**config.mk**
```make
export PLATFORM = sky130hd
export DESIGN_NAME = conv_window_sched
export DESIGN_NICKNAME = d
export VERILOG_FILES = /design/src/rtl/conv_pkg.sv /design/src/rtl/gauss3x3_sum.sv /design/src/rtl/conv_window_sched.sv
export SDC_FILE = /design/constraint.sdc
export NUM_CORES = 1
export LEC_CHECK = 0
export ABC_AREA = 1
export CAP_MARGIN = 5
export CELL_PAD_IN_SITES_DETAIL_PLACEMENT = 1
export CELL_PAD_IN_SITES_GLOBAL_PLACEMENT = 2
export CORE_MARGIN = 3
export CORE_UTILIZATION = 35
export DETAILED_ROUTE_END_ITERATION = 6
export PLACE_DENSITY_LB_ADDON = 0.1
export SETUP_SLACK_MARGIN = 0.02
export SLEW_MARGIN = 20
export SYNTH_ARGS = -nofsm -noshare
export SYNTH_HDL_FRONTEND = slang
export SYNTH_SLANG_ARGS = --single-unit
```
**constraint.sdc**
```tcl
create_clock -name clk -period 4.9 [get_ports clk]
set_input_delay 0.98 -clock clk [delete_from_list [all_inputs] [get_ports clk]]
set_output_delay 0.98 -clock clk [all_outputs]
set_load 0.005 [all_outputs]
```
**src/rtl/conv_pkg.sv**
```systemverilog
// Shared constants and types for the 3x3 Gaussian blur datapath.
//   PIX_W / SUM_W : pixel and kernel-sum widths
//   W00..W22      : 1-2-1 / 2-4-2 / 1-2-1 kernel weights
//   SHIFT         : normalisation shift applied to the weighted sum
//   state_t       : window scheduler FSM states
//   k_row / k_col : row/column offset of tap k inside a row-major 3x3 window
package conv_pkg;

    localparam int unsigned PIX_W = 8;
    localparam int unsigned SUM_W = 12;
    localparam int unsigned KW    = 4;

    localparam int unsigned W00 = 1;
    localparam int unsigned W01 = 2;
    localparam int unsigned W02 = 1;
    localparam int unsigned W10 = 2;
    localparam int unsigned W11 = 4;
    localparam int unsigned W12 = 2;
    localparam int unsigned W20 = 1;
    localparam int unsigned W21 = 2;
    localparam int unsigned W22 = 1;

    localparam int unsigned SHIFT = 4;

    typedef enum logic [2:0] {
        ST_IDLE,
        ST_FETCH,
        ST_CALC,
        ST_EMIT,
        ST_DONE
    } state_t;

    // Row offset of tap k (k = 0..8, row-major)
    function automatic logic [1:0] k_row(input logic [KW-1:0] k);
        logic [1:0] r;
        if (k >= KW'(6))      r = 2'd2;
        else if (k >= KW'(3)) r = 2'd1;
        else                  r = 2'd0;
        return r;
    endfunction

    // Column offset of tap k (k = 0..8, row-major)
    function automatic logic [1:0] k_col(input logic [KW-1:0] k);
        logic [1:0] c;
        case (k)
            KW'(0), KW'(3), KW'(6): c = 2'd0;
            KW'(1), KW'(4), KW'(7): c = 2'd1;
            default:                c = 2'd2;
        endcase
        return c;
    endfunction

endpackage

```
**src/rtl/gauss3x3_sum.sv**
```systemverilog
// Combinational 3x3 Gaussian kernel: weighted sum of nine pixels, >> SHIFT.
//   win : nine 8-bit pixels, slot k at win[8k +: 8], row-major (k = 3*row + col)
//   pix : blurred pixel, truncated (no rounding)
module gauss3x3_sum
    import conv_pkg::*;
(
    input  logic [9*PIX_W-1:0] win,
    output logic [PIX_W-1:0]   pix
);

    logic [SUM_W-1:0] sum;

    function automatic logic [SUM_W-1:0] tap(input logic [PIX_W-1:0] p,
                                             input int unsigned      w);
        return SUM_W'(p) * SUM_W'(w);
    endfunction

    // Max sum is 16*255 = 4080, so SUM_W bits never overflow
    always_comb begin
        sum = tap(win[0*PIX_W +: PIX_W], W00)
            + tap(win[1*PIX_W +: PIX_W], W01)
            + tap(win[2*PIX_W +: PIX_W], W02)
            + tap(win[3*PIX_W +: PIX_W], W10)
            + tap(win[4*PIX_W +: PIX_W], W11)
            + tap(win[5*PIX_W +: PIX_W], W12)
            + tap(win[6*PIX_W +: PIX_W], W20)
            + tap(win[7*PIX_W +: PIX_W], W21)
            + tap(win[8*PIX_W +: PIX_W], W22);
        pix = PIX_W'(sum >> SHIFT);
    end

endmodule

```
**src/rtl/conv_window_sched.sv**
```systemverilog
// Window sequencer for the 3x3 Gaussian blur: walks every valid 3x3 window of
// an IMG_W x IMG_H image in a 1-cycle-latency pixel memory, fetches the nine
// taps, and emits one blurred pixel per window over a valid/ready port.
//   clk, rst      : clock, asynchronous active-low reset
//   start         : begin a full-image pass (only honoured in IDLE)
//   busy, done    : pass in progress / one-cycle end-of-pass pulse
//   rd_en/rd_addr : pixel read request, row-major address
//   rd_data       : pixel returned the cycle after rd_en
//   res_valid/res_ready/res_pixel/res_idx : result handshake and payload
module conv_window_sched
    import conv_pkg::*;
#(
    parameter int unsigned IMG_W = 4,
    parameter int unsigned IMG_H = 4,
    parameter int unsigned AW    = 4,
    parameter int unsigned OW    = 2
) (
    input  logic          clk,
    input  logic          rst,
    input  logic          start,
    output logic          busy,
    output logic          done,
    output logic          rd_en,
    output logic [AW-1:0] rd_addr,
    input  logic [7:0]    rd_data,
    output logic          res_valid,
    input  logic          res_ready,
    output logic [7:0]    res_pixel,
    output logic [OW-1:0] res_idx
);

    localparam int unsigned CW = (IMG_W > IMG_H) ? $clog2(IMG_W) : $clog2(IMG_H);
    localparam logic [CW-1:0] WJ_LAST = CW'(IMG_W - 3);
    localparam logic [CW-1:0] WI_LAST = CW'(IMG_H - 3);
    localparam logic [KW-1:0] K_LAST  = KW'(8);

    state_t              state;
    state_t              state_nxt;
    logic [KW-1:0]       k;
    logic [KW-1:0]       k_nxt;
    logic [CW-1:0]       wi;
    logic [CW-1:0]       wi_nxt;
    logic [CW-1:0]       wj;
    logic [CW-1:0]       wj_nxt;

    logic                rd_en_nxt;
    logic [AW-1:0]       rd_addr_nxt;
    logic                busy_nxt;
    logic                done_nxt;
    logic                res_valid_nxt;

    logic [PIX_W-1:0]    win_q [8];
    logic [9*PIX_W-1:0]  win_bus;
    logic [PIX_W-1:0]    blur;

    // State register
    always_ff @(posedge clk or negedge rst) begin
        if (!rst) state <= ST_IDLE;
        else      state <= state_nxt;
    end

    // Next state plus window position and tap counter
    always_comb begin
        state_nxt = state;
        k_nxt     = k;
        wi_nxt    = wi;
        wj_nxt    = wj;
        case (state)
            ST_IDLE: begin
                if (start) begin
                    state_nxt = ST_FETCH;
                    k_nxt     = '0;
                    wi_nxt    = '0;
                    wj_nxt    = '0;
                end
            end
            ST_FETCH: begin
                if (k == K_LAST) state_nxt = ST_CALC;
                else             k_nxt     = k + KW'(1);
            end
            ST_CALC: begin
                state_nxt = ST_EMIT;
                k_nxt     = '0;
            end
            ST_EMIT: begin
                if (res_ready) begin
                    if (wi == WI_LAST && wj == WJ_LAST) begin
                        state_nxt = ST_DONE;
                        wi_nxt    = '0;
                        wj_nxt    = '0;
                    end else begin
                        state_nxt = ST_FETCH;
                        if (wj < WJ_LAST) begin
                            wj_nxt = wj + CW'(1);
                        end else begin
                            wj_nxt = '0;
                            wi_nxt = wi + CW'(1);
                        end
                    end
                end
            end
            ST_DONE:  state_nxt = ST_IDLE;
            default:  state_nxt = ST_IDLE;
        endcase
    end

    // Counter registers
    always_ff @(posedge clk or negedge rst) begin
        if (!rst) begin
            k  <= '0;
            wi <= '0;
            wj <= '0;
        end else begin
            k  <= k_nxt;
            wi <= wi_nxt;
            wj <= wj_nxt;
        end
    end

    // Outputs are decoded from the upcoming state so they register in step with it
    always_comb begin
        rd_en_nxt     = 1'b0;
        rd_addr_nxt   = '0;
        busy_nxt      = 1'b0;
        done_nxt      = 1'b0;
        res_valid_nxt = 1'b0;
        case (state_nxt)
            ST_FETCH: begin
                rd_en_nxt   = 1'b1;
                busy_nxt    = 1'b1;
                rd_addr_nxt = AW'((32'(wi_nxt) + 32'(k_row(k_nxt))) * 32'(IMG_W)
                                  + 32'(wj_nxt) + 32'(k_col(k_nxt)));
            end
            ST_CALC: busy_nxt = 1'b1;
            ST_EMIT: begin
                busy_nxt      = 1'b1;
                res_valid_nxt = 1'b1;
            end
            ST_DONE: begin
                busy_nxt = 1'b1;
                done_nxt = 1'b1;
            end
            default: ;
        endcase
    end

    // Output registers; result payload loads in CALC and holds through EMIT
    always_ff @(posedge clk or negedge rst) begin
        if (!rst) begin
            rd_en     <= 1'b0;
            rd_addr   <= '0;
            busy      <= 1'b0;
            done      <= 1'b0;
            res_valid <= 1'b0;
            res_pixel <= '0;
            res_idx   <= '0;
        end else begin
            rd_en     <= rd_en_nxt;
            rd_addr   <= rd_addr_nxt;
            busy      <= busy_nxt;
            done      <= done_nxt;
            res_valid <= res_valid_nxt;
            if (state == ST_CALC) begin
                res_pixel <= blur;
                res_idx   <= OW'(32'(wi) * 32'(IMG_W - 2) + 32'(wj));
            end
        end
    end

    // Tap k-1 returns while tap k is being requested
    always_ff @(posedge clk or negedge rst) begin
        if (!rst) begin
            for (int i = 0; i < 8; i++) win_q[i] <= '0;
        end else if (state == ST_FETCH && k != '0) begin
            win_q[3'(k - KW'(1))] <= rd_data;
        end
    end

    // The ninth tap is consumed straight from the memory in CALC
    always_comb begin
        win_bus = '0;
        for (int i = 0; i < 8; i++) win_bus[i*PIX_W +: PIX_W] = win_q[i];
        win_bus[8*PIX_W +: PIX_W] = rd_data;
    end

    gauss3x3_sum u_sum (
        .win (win_bus),
        .pix (blur)
    );

endmodule
```
* Word level (Yosys, flattened, before mapping)
Index checks and enable logic that the tools add are counted.
Storage, ports and cells: register bits after elaboration 93, word-level logic and storage cells 96
Operators by class: eq/ne operators 15, $lt $le $gt $ge 5, $add $sub $neg 16, muxes and demuxes 31, bitwise operators 1, reduce and logical (&&, ||, !) cells 9
Operators with widths (count):
- 64-bit bitwise mux | 1
- 12-bit by 8-bit adder with 12-bit output | 3
- 12-bit by 9-bit adder with 12-bit output | 3
- 8-bit demux with 3-bit select | 1
- 2-bit two-way mux | 11
- 12-bit by 10-bit adder with 12-bit output | 1
- 3-bit by 2-bit equality test with 1-bit output (second input constant) | 4
- 4-bit by 3-bit equality test with 1-bit output (second input constant) | 3
- 3-bit two-way mux | 4
- 4-bit two-way mux | 3
- 2-bit case mux with 2 select lines | 3
- 3-bit case mux with 4 select lines | 1
- 4-bit case mux with 3 select lines | 1
- 8-bit by 9-bit adder with 10-bit output | 1
- 4-bit by 2-bit adder with 4-bit output | 2
- 8-bit two-way mux | 1
- 3-bit by 1-bit equality test with 1-bit output (second input constant) | 2
- 3-bit OR reduction | 2
- 1-bit two-way mux | 5
- 2-bit by 1-bit adder with 2-bit output (second input constant) | 2
- 2-bit adder | 2
- 4-bit by 1-bit adder with 4-bit output (second input constant) | 1
- 2-bit by 1-bit equality test with 1-bit output (second input constant) | 2
- 4-bit by 1-bit equality test with 1-bit output (second input constant) | 1
- other kinds (15) | 17

* Logic depth before layout (Yosys ltp)
depth after elaboration 11, mapped depth 24, gate-level depth less buffers 23

* Hierarchy
From an unflattened synthesis, not the netlist that was laid out.
Second synthesis, totals: cells, all modules 664, area, all modules 5881.9 µm²
Modules (own cells, without submodules):
- conv_window_sched | sequential area each 2327.2 µm², cells an instance 440, area an instance 4046.4 µm², times used 1
- gauss3x3_sum | sequential area each 0.0 µm², cells an instance 224, area an instance 1835.5 µm², times used 1

* Worst setup path after synthesis
OpenSTA, ideal clock, no wires.
path kind register to register, start point register win_q, in the netlist win_bus[1], end point register res_pixel[6], required time 4.782 ns, clock period less this slack 4.619 ns, stages on the path, launching flop included 22, data arrival time 4.501 ns, path slack 0.281 ns, cell sequence dfrtp_1 -> ha_1 -> fa_1 -> nand3_1 -> nand3_1 -> a21oi_1 -> o21bai_1 -> xnor2_1 -> fa_1 -> fa_1 -> fa_1 -> fa_1 -> inv_1 -> ha_1 -> inv_1 -> o21ai_0 -> inv_1 -> o21a_1 -> nand2_1 -> nand2_1 -> nand3_1 -> nand2_1
Between the ends: longest elaborated chain between the ends 8
RTL lines:
- from (decl) | line conv_window_sched.sv:52 | logic [PIX_W-1:0] win_q [8];
- from (signal, indexed assignment) | line conv_window_sched.sv:175 | win_q[3'(k - KW'(1))] <= rd_data;
- 8-bit by 9-bit adder with 10-bit output | line gauss3x3_sum.sv:21 | + tap(win[1*PIX_W +: PIX_W], W01)
- 12-bit by 8-bit adder with 12-bit output | line gauss3x3_sum.sv:22 | + tap(win[2*PIX_W +: PIX_W], W02)
- 12-bit by 9-bit adder with 12-bit output | line gauss3x3_sum.sv:23 | + tap(win[3*PIX_W +: PIX_W], W10)
- 12-bit by 10-bit adder with 12-bit output | line gauss3x3_sum.sv:24 | + tap(win[4*PIX_W +: PIX_W], W11)
- 12-bit by 9-bit adder with 12-bit output | line gauss3x3_sum.sv:25 | + tap(win[5*PIX_W +: PIX_W], W12)
- 12-bit by 8-bit adder with 12-bit output | line gauss3x3_sum.sv:26 | + tap(win[6*PIX_W +: PIX_W], W20)
- 12-bit by 9-bit adder with 12-bit output | line gauss3x3_sum.sv:27 | + tap(win[7*PIX_W +: PIX_W], W21)
- 12-bit by 8-bit adder with 12-bit output | line gauss3x3_sum.sv:28 | + tap(win[8*PIX_W +: PIX_W], W22);
- to (signal assigned) | line conv_window_sched.sv:164 | res_pixel <= blur;
- to (decl) | line conv_window_sched.sv:28 | output logic [7:0] res_pixel,
No other way between the ends. A chain may end at the register's enable or synchronous reset.

* Final worst setup path
start point register win_q, in the netlist win_bus[1], end point register res_pixel[7]
The elaborated chain is that of the path after synthesis.

==> results <==
cells in the final DEF, fill, tap and decap left out, types with 9 or more instances in the layout:
master,Yosys,final
a21oi_1,31,29
buf_4,0,19
clkbuf_16,0,9
clkdlybuf4s50_1,0,28
dfrtp_1,93,93
fa_1,49,47
ha_1,27,22
inv_1,122,121
nand2_1,129,128
nand3_1,26,25
nand4_1,13,13
nor2_1,32,32
o21ai_0,54,52
what timing repair did:
item | CTS | global route
pin swaps | 4 | 12
gates resized for setup | 2 | 17
endpoints found under the setup margin | 2 | 6
critical path: cells and delay by family, from the launching register on:
| kind | cells | cell delay, ns |
|---|---|---|
| DFF | 1 | 0.39 |
| xor gates and xnor gates | 1 | 0.16 |
| and+or+nand+nor | 8 | 0.71 |
| buffers and inverters | 3 | 0.27 |
| adders and majority gates | 7 | 3.01 |
per-stage QoR:
stage               instances    TNS, ns  hold WS (ns)  worst slack (ns)
CTS                       887          0         0.494            0.0573
detailed placement        871    -0.0959         0.471           -0.0959
floorplan                 620          0         0.453             0.281
global placement          871  -0.000344         0.466         -0.000344
finish                    888          0         0.488             0.267
global route              888          0         0.527            0.0166
final cells by class:
| class | instances | area [sq um] |
|---|---|---|
| clock buffers | 11 | 243 |
| clock inverters | 5 | 83.8 |
| fillers | 1836 | 9250 |
| inverters | 122 | 458 |
| multi-input cells | 393 | 2990 |
| flip-flops and latches | 93 | 2330 |
| well taps | 216 | 270 |
| repair buffers | 48 | 434 |
how the worst max path moves through the flow:
stage | to | slack (ns) | depth (start not counted)
floorplan | res_pixel[6] | 0.28 | 21
global placement | res_pixel[7] | -0.0003 | 16
detailed placement | res_pixel[7] | -0.1 | 16
CTS | res_pixel[7] | 0.06 | 22
global route | res_pixel[5] | 0.02 | 19
finish | res_pixel[7] | 0.27 | 19
cell families (layout without fill, tap and decap cells):
group           after synthesis  count (layout)  synth area share
compound gates               95              95            0.0876
buf+inv                     134             186             0.100
simple gates                207             207             0.158
flops                        93              93             0.401
xor+xnor                     15              15            0.0259
fa+ha+maj                    76              76             0.227
routing by layer:
metal / share of wire / track usage / vias to the layer above / wire length (um)
met2: 0.49 / 0.275 / 37 / 6810
met3: 0.019 / 0.0272 / 15 / 264
li1: - / - / 2018 / -
met5: 0 / 0 / - / 0
met4: 0.016 / 0.0554 / 0 / 222
met1: 0.47 / 0.223 / 2050 / 6470
flip-flops by register name, summed over array words and instances (netlist names):
register / flops
busy: 1
done: 1
k: 4
rd_addr: 4
rd_en: 1
res_idx: 2
res_pixel: 8
res_valid: 1
state: 3
wi: 2
win_bus: 64
wj: 2
==> out/results.txt <==
Outcome -> finished clean
Rows -> 46
Max Cap Viol -> 0
Mean post-synth cell area -> 9.36 sq um
Crit path arrival time -> 4.88 ns
Critical R2R Capture -> res_pixel[7]
First-pass GRT wire length -> 23500 um
RSZ-0062 raised after global routing -> no
Worst-Margin Slew -> 1.14 ns
Flops & latches, synth -> 93
Synth area leader -> dfrtp_1
CP max FO -> 3
Hold Startpoint -> res_pixel[0]
Worst reg-to-reg path cell count -> 19
Layout Nets -> 755
Clock root buffer -> clkbuf_16
# DRC -> 0
Mapped Cells -> 620
Overflow after GRT -> 0
Prevailing post-synth register cell -> dfrtp_1
Hold Vio Cnt, Final -> 0
Finish-stage setup viols -> 0
Via-to-Cell Ratio -> 4.64
Core area -> 16100 sq um
Placed wire-length estimate -> 10400 um
Later-pin clock latency in the skew report -> 0.35 ns
Setup crit start -> win_bus[1]
Hold endpoint -> res_pixel[0]
Top-area cell type share of the netlist area -> 0.401
Initial antenna violation count -> 0
H-tree depth -> 3
Slowest stage cell, crit path -> fa_1
Total GRT Usage -> 0.166
Number of global-route vias before repair -> 4473
CTS tree -> built
Postcts setup bufs -> 0
Final period util -> 0.945
Wire length per cell -> 15.5 um
RR Startpoint -> win_bus[1]
Clock sinks -> 93
Most common cell in the synthesized netlist -> nand2_1
Buffers added on ports -> 29
Final GP Congestion -> 0.795
DIE HEIGHT -> 135 um
Yosys warnings -> 0
Kind of critical path -> reg -> reg
Share of cells above drive strength 1 -> 0.0863
Setup crit start kind -> register
Post-Route WL -> 13800 um
Worst Hold Class -> reg -> reg
Final core area utilization -> 0.424
Crit-path most repeated cell -> fa_1
1st-pass router iterations -> 4
Design area -> 6810 sq um
Worst setup EP type -> register
Post-layout min period -> 4.63 ns
Max Freq -> 216 MHz
Largest net degree at the start of global routing -> 69
Post-synth EDFFs -> 0
Worst setup skew after layout -> 0.00701 ns
Post-DP Area -> 6370 sq um
Register-to-register setup slack -> 0.27 ns
IO Pins -> 30
Ant diodes -> 0
Clk buf depth -> 2
Sequential-to-total area share from yosys stat -> 0.401
Clock transition at path regs -> 0.07 ns
Crit-path cells -> ha_2 > fa_2 > buf_4 > xor2_2 > fa_1 > inv_1 > fa_1 > fa_1 > fa_1 > nor2_1 > nand2_2 > inv_1 > fa_1 > nand3_1 > nand3_1 > nand4_1 > nand3_1 > nand3_1 > nand2_1
Iter 0 DRT Violations -> 142
Peak per-stage delay on the critical path -> 0.55 ns
Die X -> 135 um
Total CTS buffers -> 9
Yosys cell types -> 26
Initial Util -> 0.361
Vias -> 4120
Mapped Area -> 5800 sq um
Syn_nets -> 708
Relative slew margins -> 0.237
Critical Path RT -> 5.15 ns
Max-slew violation count -> 0
Commonest cells post-synth -> nand2_1, inv_1, dfrtp_1
Die Area -> 18200 sq um
Layout area overhead -> 17.4%
Post-synth ARST share -> 1.00
Final antenna-violating net count -> 0
Largest cells by area after synthesis -> dfrtp_1, fa_1, nand2_1, inv_1, ha_1
Hold Path Stages -> 2
Hold buffer count at CTS -> 0
Power of run 1 is not shown: default switching activity piles up to over one toggle a cycle in this logic, so the estimate is an artifact.
